[src/rtl/uart_tx_arbiter_pkg.sv]
// Shared types and defaults for the UART transmit arbiter.
// Latency: n/a (types, constants and a helper only).
// Backpressure: n/a.
package uart_tx_arbiter_pkg;

  // Sequencer states; the encodings are fixed so other UART control blocks can decode them.
  typedef enum logic [2:0] {
    ST_IDLE    = 3'd0,
    ST_GRANT   = 3'd1,
    ST_SEND    = 3'd2,
    ST_WAIT    = 3'd3,
    ST_RELEASE = 3'd4
  } arb_state_e;

  localparam int DEF_MAX_BURST = 8;
  localparam int DEF_TIMEOUT   = 4096;

  // One-hot expansion of a requester index.
  function automatic logic [1:0] onehot2(input logic idx);
    return idx ? 2'b10 : 2'b01;
  endfunction

endpackage

[src/rtl/uart_tx_arbiter_if.sv]
// Requester/transmitter bundle around the UART TX arbiter.
// Latency: n/a (wires only).
// Backpressure: a byte moves when validN & ready[N]; the next byte waits for tx_done_tick.
interface uart_tx_arbiter_if;
  logic [1:0] req;
  logic [7:0] data0;
  logic [7:0] data1;
  logic       valid0;
  logic       valid1;
  logic       last0;
  logic       last1;
  logic [1:0] ready;
  logic [1:0] gnt;
  logic       tx_start;
  logic [7:0] tx_din;
  logic       tx_done_tick;
  logic       busy;
  logic       timeout_err;
  logic       err_clr;

  // Requesters and the transmitter side drive the inputs of the arbiter.
  modport master (
    output req, data0, data1, valid0, valid1, last0, last1, tx_done_tick, err_clr,
    input  ready, gnt, tx_start, tx_din, busy, timeout_err
  );

  // The arbiter itself.
  modport slave (
    input  req, data0, data1, valid0, valid1, last0, last1, tx_done_tick, err_clr,
    output ready, gnt, tx_start, tx_din, busy, timeout_err
  );
endinterface

[src/rtl/uart_watchdog.sv]
// Loadable down-counter; expired is high while enabled with the count at zero.
// Latency: load on clr, then one decrement per enabled cycle; expired is combinational.
// Backpressure: none; en simply freezes the count when low.
module uart_watchdog #(
  parameter int WIDTH = 12
) (
  input  logic             clk,
  input  logic             rst_n,
  input  logic             clr,
  input  logic             en,
  input  logic [WIDTH-1:0] load_val,
  output logic             expired
);

  logic [WIDTH-1:0] cnt_q, cnt_d;

  // Load wins over counting; the count parks at zero once it gets there.
  always_comb begin
    cnt_d = cnt_q;
    if (clr) begin
      cnt_d = load_val;
    end else if (en && (cnt_q != '0)) begin
      cnt_d = cnt_q - 1'b1;
    end
  end

  // Count register.
  always_ff @(posedge clk or negedge rst_n) begin
    if (!rst_n) begin
      cnt_q <= '0;
    end else begin
      cnt_q <= cnt_d;
    end
  end

  assign expired = en && (cnt_q == '0);

endmodule

[src/rtl/uart_tx_arbiter.sv]
// Round-robin sharing of the UART transmitter between two byte requesters, in bursts.
// Latency: req -> gnt 1 cycle; accepted byte -> tx_start 1 cycle; done tick -> next GRANT 1 cycle.
// Backpressure: ready only in GRANT; each byte blocks until tx_done_tick or the watchdog fires.
module uart_tx_arbiter
  import uart_tx_arbiter_pkg::*;
#(
  parameter int MAX_BURST = DEF_MAX_BURST,
  parameter int TIMEOUT   = DEF_TIMEOUT
) (
  input  logic             clk,
  input  logic             rst_n,
  uart_tx_arbiter_if.slave bus
);

  localparam int CNT_W = $clog2(MAX_BURST + 1);
  localparam int WD_W  = $clog2(TIMEOUT);
  localparam logic [CNT_W-1:0] MAX_CNT = CNT_W'(MAX_BURST);
  localparam logic [WD_W-1:0]  WD_LOAD = WD_W'(TIMEOUT - 1);

  arb_state_e       state_q, state_d;
  logic             gnt_idx_q, gnt_idx_d;
  logic             ptr_q, ptr_d;
  logic [7:0]       tx_din_q, tx_din_d;
  logic             last_q, last_d;
  logic [CNT_W-1:0] cnt_q, cnt_d;
  logic             timeout_err_q, timeout_err_d;

  logic       wd_clr;
  logic       wd_en;
  logic       wd_expired;
  logic       timeout_hit;
  logic       sel_req;
  logic       sel_valid;
  logic       sel_last;
  logic [7:0] sel_data;

  // Watchdog is armed while the byte goes out, so it starts full on the first WAIT cycle.
  assign wd_en = (state_q == ST_WAIT);

  uart_watchdog #(
    .WIDTH (WD_W)
  ) u_watchdog (
    .clk      (clk),
    .rst_n    (rst_n),
    .clr      (wd_clr),
    .en       (wd_en),
    .load_val (WD_LOAD),
    .expired  (wd_expired)
  );

  // Steer the granted requester's handshake into the sequencer.
  always_comb begin
    sel_req   = gnt_idx_q ? bus.req[1] : bus.req[0];
    sel_valid = gnt_idx_q ? bus.valid1 : bus.valid0;
    sel_last  = gnt_idx_q ? bus.last1  : bus.last0;
    sel_data  = gnt_idx_q ? bus.data1  : bus.data0;
  end

  // Next-state, grant choice, datapath capture and the sticky watchdog flag.
  always_comb begin
    state_d       = state_q;
    gnt_idx_d     = gnt_idx_q;
    ptr_d         = ptr_q;
    tx_din_d      = tx_din_q;
    last_d        = last_q;
    cnt_d         = cnt_q;
    timeout_err_d = timeout_err_q;
    wd_clr        = 1'b0;
    timeout_hit   = 1'b0;

    case (state_q)
      ST_IDLE: begin
        if (bus.req != 2'b00) begin
          state_d = ST_GRANT;
          case (bus.req)
            2'b01:   gnt_idx_d = 1'b0;
            2'b10:   gnt_idx_d = 1'b1;
            default: gnt_idx_d = ptr_q;
          endcase
        end
      end
      ST_GRANT: begin
        // A valid byte takes priority over a simultaneous request drop.
        if (sel_valid) begin
          tx_din_d = sel_data;
          last_d   = sel_last;
          cnt_d    = cnt_q + 1'b1;
          state_d  = ST_SEND;
        end else if (!sel_req) begin
          state_d = ST_RELEASE;
        end
      end
      ST_SEND: begin
        wd_clr  = 1'b1;
        state_d = ST_WAIT;
      end
      ST_WAIT: begin
        // A real done tick beats an expiry landing in the same cycle.
        if (bus.tx_done_tick) begin
          if (last_q || (cnt_q == MAX_CNT) || !sel_req) begin
            state_d = ST_RELEASE;
          end else begin
            state_d = ST_GRANT;
          end
        end else if (wd_expired) begin
          timeout_hit = 1'b1;
          state_d     = ST_RELEASE;
        end
      end
      ST_RELEASE: begin
        ptr_d   = ~gnt_idx_q;
        cnt_d   = '0;
        state_d = ST_IDLE;
      end
      default: begin
        state_d = ST_IDLE;
      end
    endcase

    // Setting the flag overrides a clear in the same cycle.
    if (bus.err_clr) begin
      timeout_err_d = 1'b0;
    end
    if (timeout_hit) begin
      timeout_err_d = 1'b1;
    end
  end

  // State and datapath registers; reset aborts any burst in progress.
  always_ff @(posedge clk or negedge rst_n) begin
    if (!rst_n) begin
      state_q       <= ST_IDLE;
      gnt_idx_q     <= 1'b0;
      ptr_q         <= 1'b0;
      tx_din_q      <= 8'h00;
      last_q        <= 1'b0;
      cnt_q         <= '0;
      timeout_err_q <= 1'b0;
    end else begin
      state_q       <= state_d;
      gnt_idx_q     <= gnt_idx_d;
      ptr_q         <= ptr_d;
      tx_din_q      <= tx_din_d;
      last_q        <= last_d;
      cnt_q         <= cnt_d;
      timeout_err_q <= timeout_err_d;
    end
  end

  // Outputs decode from state only, so they never combinationally depend on requester inputs.
  always_comb begin
    bus.gnt         = 2'b00;
    bus.ready       = 2'b00;
    bus.tx_start    = (state_q == ST_SEND);
    bus.tx_din      = tx_din_q;
    bus.busy        = (state_q != ST_IDLE);
    bus.timeout_err = timeout_err_q;
    if ((state_q == ST_GRANT) || (state_q == ST_SEND) || (state_q == ST_WAIT)) begin
      bus.gnt = onehot2(gnt_idx_q);
    end
    if (state_q == ST_GRANT) begin
      bus.ready = onehot2(gnt_idx_q);
    end
  end

endmodule
[src/flat_wrapper.sv]
// flat-port wrapper written by rule: the top's interface ports become plain ports
module uart_tx_arbiter_flat import uart_tx_arbiter_pkg::*;
#(
  parameter int MAX_BURST = DEF_MAX_BURST,
  parameter int TIMEOUT   = DEF_TIMEOUT
)
  (clk, rst_n, bus_req, bus_data0, bus_data1, bus_valid0, bus_valid1, bus_last0, bus_last1, bus_tx_done_tick, bus_err_clr, bus_ready, bus_gnt, bus_tx_start, bus_tx_din, bus_busy, bus_timeout_err);
  uart_tx_arbiter_if bus_i ();
  input  logic clk;
  input  logic rst_n;
  input wire logic [$bits(bus_i.req)-1:0] bus_req;
  input wire logic [$bits(bus_i.data0)-1:0] bus_data0;
  input wire logic [$bits(bus_i.data1)-1:0] bus_data1;
  input wire logic [$bits(bus_i.valid0)-1:0] bus_valid0;
  input wire logic [$bits(bus_i.valid1)-1:0] bus_valid1;
  input wire logic [$bits(bus_i.last0)-1:0] bus_last0;
  input wire logic [$bits(bus_i.last1)-1:0] bus_last1;
  input wire logic [$bits(bus_i.tx_done_tick)-1:0] bus_tx_done_tick;
  input wire logic [$bits(bus_i.err_clr)-1:0] bus_err_clr;
  output wire logic [$bits(bus_i.ready)-1:0] bus_ready;
  output wire logic [$bits(bus_i.gnt)-1:0] bus_gnt;
  output wire logic [$bits(bus_i.tx_start)-1:0] bus_tx_start;
  output wire logic [$bits(bus_i.tx_din)-1:0] bus_tx_din;
  output wire logic [$bits(bus_i.busy)-1:0] bus_busy;
  output wire logic [$bits(bus_i.timeout_err)-1:0] bus_timeout_err;
  assign bus_i.req = bus_req;
  assign bus_i.data0 = bus_data0;
  assign bus_i.data1 = bus_data1;
  assign bus_i.valid0 = bus_valid0;
  assign bus_i.valid1 = bus_valid1;
  assign bus_i.last0 = bus_last0;
  assign bus_i.last1 = bus_last1;
  assign bus_i.tx_done_tick = bus_tx_done_tick;
  assign bus_i.err_clr = bus_err_clr;
  assign bus_ready = bus_i.ready;
  assign bus_gnt = bus_i.gnt;
  assign bus_tx_start = bus_i.tx_start;
  assign bus_tx_din = bus_i.tx_din;
  assign bus_busy = bus_i.busy;
  assign bus_timeout_err = bus_i.timeout_err;
  uart_tx_arbiter #(.MAX_BURST(MAX_BURST), .TIMEOUT(TIMEOUT)) u_core (.clk(clk), .rst_n(rst_n), .bus(bus_i));
endmodule
[config.mk]
export PLATFORM = sky130hd
export DESIGN_NAME = uart_tx_arbiter_flat
export DESIGN_NICKNAME = d
export VERILOG_FILES = /design/src/rtl/uart_tx_arbiter_pkg.sv /design/src/rtl/uart_tx_arbiter_if.sv /design/src/rtl/uart_watchdog.sv /design/src/rtl/uart_tx_arbiter.sv /design/src/flat_wrapper.sv
export SDC_FILE = /design/constraint.sdc
export NUM_CORES = 1
export LEC_CHECK = 0
export BUFFER_PORTS_ARGS = -buffer_cell sky130_fd_sc_hd__clkbuf_2
export CAP_MARGIN = 20
export CORE_MARGIN = 3
export CORE_UTILIZATION = 49
export DETAILED_ROUTE_END_ITERATION = 16
export PLACE_DENSITY = 0.76
export SLEW_MARGIN = 10
export SYNTH_ARGS = -nofsm -noshare
export SYNTH_HDL_FRONTEND = slang
export SYNTH_HIERARCHICAL = 1
export SYNTH_SLANG_ARGS = --single-unit
[constraint.sdc]
create_clock -name clk -period 1.8 [get_ports clk]
set_input_delay 0.36 -clock clk [delete_from_list [all_inputs] [get_ports clk]]
set_output_delay 0.36 -clock clk [all_outputs]
set_load 0.01 [all_outputs]
==> impl_metrics.toml <==
[die]
die_w_um = 67.6
die_y_um = 67.6
placementRows = 21
ios = 41
start_util = 0.532
coreArea_um2 = 3490
dieArea_um2 = 4570

[detailed_routing]
wl_per_cell_um = 14.4
drt-total-wl_um = 4700
drtAntennaViolNets = 0
avgViaCountPerCell = 5.34
drc = 0
first_pass_iters = 4
drt-initial-drc-count = 98
vias = 1745

[global_routing]
grt_max_degree = 32
antenna_found_initial = 0
grt_first_pass_wirelength_um = 7290
grt_pass1_vias = 1594
grt_usage = 0.216
overflow = 0

[clock_tree]
cts_buffer_depth = 2
hold_buffers = 0
path_clk_slew_ps = 70
cts_made_buffers = 5
cts_tree = "built"
htree_levels = 2
cts_root_buffer = "clkbuf_8"
cts.sinks = 31
clock_latency_ps = 280

[pwr]
peakVddDrop_v = 0.000859
combPwrFrac = 0.529
powerDensity_nw_per_um2 = 1740
p_sw_frac = 0.396
leakage_nw = 1.19
p_clk_frac = 0.184
intPower_mw = 2.68
power.share.sequential = 0.287
power_switching_mw = 1.76

[worst_setup_path]
crit_family = "simple AND/OR/NAND/NOR gates"
critPathMaxFanout = 5
r2r_setup_slack_ps = -40
crit_path_end_kind = "flip-flop"
critical_path.cell_chain = "inv_2 -> ha_4 -> or4b_4 -> nor4_4 -> o21ai_1 -> a31oi_1 -> o21a_1"
crit_path_top_delay_cell = "or4b_4"
r2r_start = "u_core/u_watchdog/cnt_q[1]"
slowest_delay_ps = 510
r2r_cells = 7
crit_type = "reg -> reg"
start_kind = "flip-flop"
critPathBufInv = 1
crit_arrival_ps = 2070
worstReg2RegEnd = "u_core/state_q[2]"
crit_required_ps = 2020

[yosys]
seq_area_frac_synth = 0.417
synth_top_area_frac = 0.417
ys_seq_elements = 31
syn_area_per_cell_um2 = 9.21
synth_edf_count = 0
synth_area_leader_cell = "dfrtp_1"
synth_area_leaders = "dfrtp_1, o21ai_0, mux2i_1"
async_flop_share = 1.00
synth_area_um2 = 1860
synth_cell_type_count = 45
netlist_instances = 202
yosysWarningCount = 6
synth_flop_cell = "dfrtp_1"

[timing]
finalHoldViolations = 0
fmax_mhz = 542
hold_ws_ps = 89.3
min_period_ps = 1840
setup_viol = 3
rsz0062_at_grt = "yes"
finalMaxSlewViolations = 0
final.setup.worst_slack_ps = -44.7
fin_crit_sh = 1.02
skew_ps = 5.98

[final_layout]
final_common_cell = "clkbuf_2"
drive_above_1_share = 0.349
final_cell_mix = "clkbuf_2, dfrtp_1, buf_4"
final_nets = 312
diodes = 0
final_area_um2 = 2550
area_growth_pct = 37.1

[placement]
place.gp.congestion = 0.965
hpwl_um = 3370
portBuffers = 40
placed_area_um2 = 2350

[run_status]
status = "finished, violations left"
violations = "setup timing"

[job]
maxCapViolations = 0

[min_path]
hp-class = "in -> async"
[what timing repair did]
item | 4_1_cts | 5_1_grt
endpoints found under the setup margin | 5 | 17
pin swaps | 1 | 4
gates resized for setup | 8 | 9
buffers inserted | 1 | 3
[routing by layer]
metal | routed length (um) | GRT usage | up-vias
met5 | 0 | 0 | -
met3 | 270 | 0.0666 | 5
met2 | 2130 | 0.322 | 42
met4 | 57 | 0.0886 | 0
li1 | - | - | 876
met1 | 2240 | 0.290 | 822
[kinds of logic (layout without fill, tap and decap cells)]
logic type / count (synthesis) / count (layout) / share of synthesized area
muxes: 13 / 13 / 0.0713
DFF: 31 / 31 / 0.417
adders and majority gates: 6 / 6 / 0.0403
buffers and inverters: 23 / 91 / 0.0484
xor gates and xnor gates: 6 / 6 / 0.0282
and+or+nand+nor: 63 / 63 / 0.204
AOI/OAI and AO/OA: 59 / 59 / 0.189
other: 1 / 12 / 0.00202
[cell type report]
type | instances | area [um^2]
Clock inverter | 2 | 60.1
Clock buffer | 6 | 72.6
Inverter | 13 | 48.8
Sequential cell | 31 | 777
Timing Repair Buffer | 70 | 429
Tap cell | 46 | 57.6
Multi-Input combinational cell | 159 | 1100
Fill cell | 273 | 945
[flip-flops by register name, summed over array words and instances (netlist names)]
register	count
u_core/gnt_idx_q	1
u_core/state_q	3
u_core/ptr_q	1
u_core/cnt_q	4
u_core/bus.timeout_err	1
u_core/u_watchdog/cnt_q	12
u_core/last_q	1
u_core/bus.tx_din	8
[worst reg2reg max path, cell delays in order (launching register included)]
cell and delay (ps):
dfrtp_1 400, inv_2 90, ha_4 130, or4b_4 510, nor4_4 250, o21ai_1 120, a31oi_1 160, o21a_1 120
[how the worst max path moves through the flow]
stage / from / endpoint / slack (ps) / depth (start not counted)
floorplan: u_core/state_q[2] / u_core/u_watchdog/cnt_q[11] / -20 / 7
global placement: u_core/u_watchdog/cnt_q[0] / u_core/state_q[0] / 30 / 7
detailed placement: u_core/u_watchdog/cnt_q[1] / u_core/state_q[0] / -20 / 7
CTS: u_core/state_q[0] / bus_ready[0] / -7 / 3
global route: u_core/u_watchdog/cnt_q[0] / u_core/state_q[0] / -150 / 7
finish: u_core/u_watchdog/cnt_q[1] / u_core/state_q[2] / -40 / 7
[metrics by stage]
stage | util | total power, mW | instances | worst slack (ps) | setup TNS, ps
after global routing | 0.730 | 4.74 | 327 | -146 | -532
final | 0.730 | 4.43 | 327 | -44.7 | -105
after global placement | 0.671 | 3.36 | 316 | 26.6 | 0
after detailed placement | 0.671 | 3.41 | 316 | -24.3 | -44.1
after floorplan | - | 2.57 | 213 | -22.3 | -22.3
after CTS | 0.718 | 4.33 | 325 | -7.26 | -16.6
[synth_stat cells (3+ instances only)]
cell type,number
a31oi_1,5
nand2_1,15
a21oi_1,8
clkbuf_1,6
o31ai_1,4
dfrtp_1,31
inv_1,13
nand3_1,4
nor3b_1,6
and2_1,4
o21ai_0,30
xor2_1,3
nor3_1,5
ha_1,6
buf_2,3
xnor2_1,3
mux2i_1,11
nor2_1,10
[power by group through the flow]
stage | logic [mW] | registers [mW] | clock network, mW
final | 2.34 | 1.27 | 0.816
after CTS | 2.24 | 1.26 | 0.831
after global routing | 2.56 | 1.32 | 0.860
after floorplan | 1.26 | 1.31 | 0
after global placement | 2.10 | 1.26 | 0
after detailed placement | 2.15 | 1.26 | 0
No activity file was read; power rests on OpenSTA's default activity.
